<file path="src/rtl/freq_synth_if.sv">
// Memory-mapped register port of the frequency synthesiser.
// Reads are a combinational mux and have no strobe.
interface freq_synth_if;
   logic [1:0]  mm_address;
   logic        mm_write;
   logic [31:0] mm_writedata;
   logic [31:0] mm_readdata;

   modport master (output mm_address, output mm_write, output mm_writedata, input mm_readdata);
   modport slave  (input mm_address, input mm_write, input mm_writedata, output mm_readdata);
endinterface

</file>
<file path="src/rtl/freq_synth.sv">
// Programmable rate generator: Hz -> phase increment via restoring divider,
// then a 32-bit phase accumulator producing a square wave and a rising-edge tick.
//
//   state | meaning
//   IDLE  | increment stable, waiting for a FREQ write
//   DIV   | one quotient bit per cycle, cnt runs 31 down to 0
//   LOAD  | quotient complete, copied into the active increment
module freq_synth #(
   parameter int unsigned ReferenceClock = 50000000
) (
   input  logic         ref_clk,
   input  logic         reset,
   freq_synth_if.slave  mm,
   output logic         synth_out,
   output logic         tick
);

   localparam logic [32:0] REF_CLK  = 33'(ReferenceClock);
   localparam logic [31:0] FREQ_MAX = 32'(ReferenceClock / 2);

   typedef enum logic [1:0] {IDLE, DIV, LOAD} state_t;

   state_t      state, state_next;
   logic [31:0] freq, inc, quo, acc;
   logic [32:0] rem, rem_shift;
   logic [4:0]  cnt;
   logic        enable, enable_next, busy;
   logic        freq_wr, ctrl_wr;
   logic [31:0] freq_clamped;

   always_comb begin
      freq_wr      = mm.mm_write && (mm.mm_address == 2'd0);
      ctrl_wr      = mm.mm_write && (mm.mm_address == 2'd3);
      freq_clamped = (mm.mm_writedata > FREQ_MAX) ? FREQ_MAX : mm.mm_writedata;
      enable_next  = ctrl_wr ? mm.mm_writedata[0] : enable;
      rem_shift    = rem << 1;
      busy         = (state != IDLE);
   end

   // A FREQ write restarts the division from any state; the stale quotient is dropped.
   always_comb begin
      state_next = state;
      if (freq_wr) begin
         state_next = DIV;
      end else begin
         case (state)
            IDLE:    state_next = IDLE;
            DIV:     if (cnt == 5'd0) state_next = LOAD;
            LOAD:    state_next = IDLE;
            default: state_next = IDLE;
         endcase
      end
   end

   always_ff @(posedge ref_clk) begin
      if (reset) state <= IDLE;
      else       state <= state_next;
   end

   always_ff @(posedge ref_clk) begin
      if (reset) begin
         freq      <= '0;
         inc       <= '0;
         quo       <= '0;
         rem       <= '0;
         cnt       <= '0;
         enable    <= 1'b0;
         acc       <= '0;
         synth_out <= 1'b0;
         tick      <= 1'b0;
      end else begin
         enable <= enable_next;
         if (freq_wr) begin
            freq <= freq_clamped;
            rem  <= {1'b0, freq_clamped};
            quo  <= '0;
            cnt  <= 5'd31;
         end else if (state == DIV) begin
            cnt <= cnt - 5'd1;
            if (rem_shift >= REF_CLK) begin
               rem <= rem_shift - REF_CLK;
               quo <= {quo[30:0], 1'b1};
            end else begin
               rem <= rem_shift;
               quo <= {quo[30:0], 1'b0};
            end
         end else if (state == LOAD) begin
            inc <= quo;
         end
         // A disabling CTRL write clears the phase on the same edge, swallowing any wrap.
         acc       <= enable_next ? (acc + inc) : '0;
         synth_out <= acc[31];
         tick      <= acc[31] & ~synth_out;
      end
   end

   always_comb begin
      case (mm.mm_address)
         2'd0:    mm.mm_readdata = freq;
         2'd1:    mm.mm_readdata = {31'b0, busy};
         2'd2:    mm.mm_readdata = inc;
         default: mm.mm_readdata = {31'b0, enable};
      endcase
   end

endmodule

</file>
<file path="src/flat_wrapper.sv">
// flat-port wrapper written by rule: the top's interface ports become plain ports
module freq_synth_flat 
#(
   parameter int unsigned ReferenceClock = 50000000
)
  (ref_clk, reset, synth_out, tick, mm_mm_address, mm_mm_write, mm_mm_writedata, mm_mm_readdata);
  freq_synth_if mm_i ();
  input  logic ref_clk;
  input  logic reset;
  output logic synth_out;
  output logic tick;
  input wire logic [$bits(mm_i.mm_address)-1:0] mm_mm_address;
  input wire logic [$bits(mm_i.mm_write)-1:0] mm_mm_write;
  input wire logic [$bits(mm_i.mm_writedata)-1:0] mm_mm_writedata;
  output wire logic [$bits(mm_i.mm_readdata)-1:0] mm_mm_readdata;
  assign mm_i.mm_address = mm_mm_address;
  assign mm_i.mm_write = mm_mm_write;
  assign mm_i.mm_writedata = mm_mm_writedata;
  assign mm_mm_readdata = mm_i.mm_readdata;
  freq_synth #(.ReferenceClock(ReferenceClock)) u_core (.ref_clk(ref_clk), .reset(reset), .mm(mm_i), .synth_out(synth_out), .tick(tick));
endmodule
</file>
<file path="config.mk">
export PLATFORM = sky130hd
export DESIGN_NAME = freq_synth_flat
export DESIGN_NICKNAME = d
export VERILOG_FILES = /design/src/rtl/freq_synth_if.sv /design/src/rtl/freq_synth.sv /design/src/flat_wrapper.sv
export SDC_FILE = /design/constraint.sdc
export NUM_CORES = 1
export LEC_CHECK = 0
export CORE_MARGIN = 2
export CORE_UTILIZATION = 45
export CTS_BUF_LIST = sky130_fd_sc_hd__clkbuf_8 sky130_fd_sc_hd__clkbuf_16
export CTS_CLUSTER_DIAMETER = 150
export DETAILED_ROUTE_END_ITERATION = 8
export HOLD_SLACK_MARGIN = 0.06
export PLACE_DENSITY = 0.68
export RECOVER_POWER = 50
export SYNTH_ARGS = -nofsm -noshare
export SYNTH_HDL_FRONTEND = slang
export SYNTH_SLANG_ARGS = --single-unit
export TNS_END_PERCENT = 10
</file>
<file path="constraint.sdc">
create_clock -name ref_clk -period 4.9 [get_ports ref_clk]
set_clock_uncertainty 0.05 [all_clocks]
set_input_delay 0.49 -clock ref_clk [delete_from_list [all_inputs] [get_ports ref_clk]]
set_output_delay 0.49 -clock ref_clk [all_outputs]
set_load 0.01 [all_outputs]
</file>
==> flow_metrics.py <==
metrics = {
    "run_status": {
        "status": "finished with violations",
        "violations": "capacitance limit, slew limit",
    },
    "sta": {
        "slew_headroom": -0.3130,
        "worst_pin_slew_ps": 1969,
        "final_hold_viol_count": 0,
        "period_share": 0.7573,
        "fin_tns_setup_ps": 0,
        "fmax_mhz": 269.5,
        "finalSetupViolations": 0,
        "rsz0062_at_grt": "no",
        "fin_crit_ps": 3711,
        "drv_slew": 79,
    },
    "clock_tree": {
        "post_cts_resized": 0,
        "ctsLongestPathBuffers": 2,
        "cts_buffers": 17,
        "clock-root-buffer": "clkbuf_16",
        "post_cts_buffers": 0,
        "clock_sinks": 170,
        "cts.clk_slew.worst_paths_ps": 60,
        "tritoncts": "yes",
        "clk_latency_ps": 430,
        "holdBufCountCts": 0,
        "cts_max_level": 4,
    },
    "floorplan": {
        "core.rowCount": 49,
        "die_height_um": 139.4,
        "die_x_um": 139.4,
        "dieArea_um2": 19440,
        "pin_count": 71,
        "start_util": 0.4594,
        "core_um2": 17960,
    },
    "setup_path": {
        "crit_slowest_cell": "clkbuf_1",
        "critPathLaunchType": "primary input",
        "critPathMaxStageDelay_ps": 1380,
        "reg2reg_from": "u_core.inc[0]",
        "cp_num_buf_inv": 3,
        "path_max_fanout": 42,
        "crit_chain": "clkbuf_1 -> a21o_1 -> clkbuf_1 -> inv_1 -> and2_1",
        "rr_endpoint": "u_core.acc[18]",
        "r2r_setup_slack_ps": 1650,
        "cp_common_cell": "clkbuf_1",
        "cp_data_arrival_time_ps": 3990,
        "crit_family": "buffers and inverters",
        "cp-end-kind": "register",
        "crit_required_ps": 5180,
        "r2r_cells": 10,
        "crit_type": "primary input to register",
    },
    "placed_design": {
        "portBuffers": 70,
        "hpwl_um": 14610,
        "gp_congestion": 0.8890,
        "dp_cells": 1260,
    },
    "drt": {
        "vias": 7126,
        "ant_nets": 0,
        "wl_per_cell_um": 16.09,
        "drtIter0Drc": 477,
        "wl_um": 20770,
        "firstDrtPassIters": 6,
        "drc_errors": 0,
        "vias_per_cell": 5.520,
    },
    "synthesis": {
        "ys_seq_area_frac": 0.4124,
        "netlist_area_um2": 8253,
        "synth.top_cell.area_share": 0.4124,
        "syn_inst": 1003,
        "synthArstFlopShare": 0,
        "syn-num-nets": 1075,
        "synthTopCellsByArea": "dfxtp_1 (41%), nand2_1 (8.2%), a21oi_1 (6.9%), nor2_1 (5.6%), ha_1 (5.2%)",
        "synth_compound_area_frac": 0.1827,
        "synth_edf_count": 0,
        "yosysWarnings": 0,
        "synth-adder-area-share": 0.05397,
        "synth_cell_types": 73,
        "synth_ff_type": "dfxtp_1",
        "synthSimpleGateAreaFrac": 0.2176,
        "yosysTopAreaCell": "dfxtp_1",
        "synth_xor_area_frac": 0.05306,
        "postSynthAreaPerCell_um2": 8.228,
        "synthMuxAreaShare": 0.04882,
        "synth_top_family_by_area": "simple AND/OR/NAND/NOR gates",
        "synth_seq_cells": 170,
    },
    "global_route": {
        "grtUsageMet1": 0.2986,
        "grt_pass1_wl_um": 33690,
        "busiest_layer": "met2",
        "grt.met2_usage": 0.3341,
        "gr-usage-met3": 0.04370,
        "grt_pass1_vias": 6583,
        "grtUsageTotal": 0.2147,
        "antenna_found_initial": 0,
        "grt_max_degree": 46,
        "grt-ovfl-total": 0,
    },
    "cells_and_area": {
        "fillers": 1698,
        "area_growth_pct": 17.40,
        "mostFrequentLayoutCell": "nand2_1",
        "drive_above_1_share": 0.05650,
        "final_cell_mix": "nand2_1 (181), dfxtp_1 (170), nor2_1 (124), a21oi_1 (114), clkdlybuf4s50_1 (40)",
        "multi_input_area_um2": 4604,
        "layout.cells.non_filler": 1291,
        "insertedDiodeCount": 0,
        "nNetsFinal": 1122,
        "seq_area_um2": 3403,
    },
    "run": {
        "drv_cap": 2,
    },
    "min_path": {
        "hold_depth": 1,
        "min_from": "u_core.synth_out",
        "whs_endpoint": "u_core.tick",
        "hold_path.class": "register to register",
    },
    "power_and_ir_drop": {
        "powerDensity_nw_per_um2": 321.0,
        "p_leak_nw": 3.787,
        "power_mw": 3.110,
        "ir_worst_vdd_mv": 0.2594,
    },
}
-- registers in the layout, indices dropped and copies added (netlist names) --
signal	flops
u_core.inc	32
u_core.acc	32
u_core.synth_out	1
u_core.freq	32
u_core.cnt	5
u_core.quo	32
u_core.rem	32
u_core.tick	1
u_core.state	2
u_core.enable	1
-- worst max path at each step --
stage,to,start,slack (ps),cells past startpoint
3_3_place_gp,u_core.rem[7],mm_mm_writedata[10],1290,9
2_1_floorplan,u_core.acc[18],u_core.inc[0],2170,10
4_1_cts,u_core.acc[18],u_core.inc[0],1690,10
6_report,u_core.acc[0],reset,1190,5
3_5_place_dp,u_core.rem[7],mm_mm_writedata[10],1300,9
5_1_grt,u_core.acc[1],reset,880,5
-- per-stage QoR --
stage	instance area, um2	setup slack, ps	hold WS, ps	util
after floorplan	8253	2171	379.1	-
after global placement	9116	1295	352.6	0.5075
after detailed placement	9116	1296	356.4	0.5075
after CTS	9706	1685	365.3	0.5403
after global routing	9689	878.8	397.9	0.5394
final	9689	1189	356.1	0.5394
-- worst reg2reg max path, cell delays in order, from the launching register on --
cell and delay [ps]:
dfxtp_1 340, ha_1 230, fa_1 420, a21oi_1 230, o22ai_1 170, a2111oi_0 660, nor2_1 180, a221o_1 390
a21oi_1 170, xor2_1 170, nor2_1 60
-- routing by layer --
metal,routed length (um),up-vias
met4,488,0
met5,0,-
met3,928,35
li1,-,3589
met1,10080,3346
met2,9273,156
-- synth_stat cells (18+ instances only) --
library cell and number:
a21oi_1 114, xnor2_1 32, mux2i_1 38, o21ai_0 27, nor2_1 124, dfxtp_1 170
clkbuf_1 44, xor2_1 18, ha_1 34, nand2_1 181
-- cells by family (layout without fill, tap and decap cells) --
logic type | Yosys count | after routing
flops | 170 | 170
simple gates | 404 | 404
mux | 39 | 39
fa+ha+maj | 35 | 35
xor+xnor | 50 | 50
buf+inv | 67 | 126
compound gates | 238 | 238
-- final cells by class --
class / instances / area share
clock buffers: 20 / 0.04817
clock inverters: 11 / 0.01266
inverters: 15 / 0.005811
multi-input cells: 766 / 0.4752
flip-flops and latches: 170 / 0.3512
well taps: 229 / 0.02957
repair buffers: 80 / 0.07735
-- power breakdown --
group | total (mW) | internal [mW] | leakage, nW | switching [mW]
clock | 1.35 | 0.787 | 0.285 | 0.568
combinational | 0.312 | 0.127 | 2.13 | 0.185
sequential | 1.44 | 1.41 | 1.38 | 0.0330
total | 3.11 | 2.32 | 3.79 | 0.786
Power figures use the tool's default switching activity.
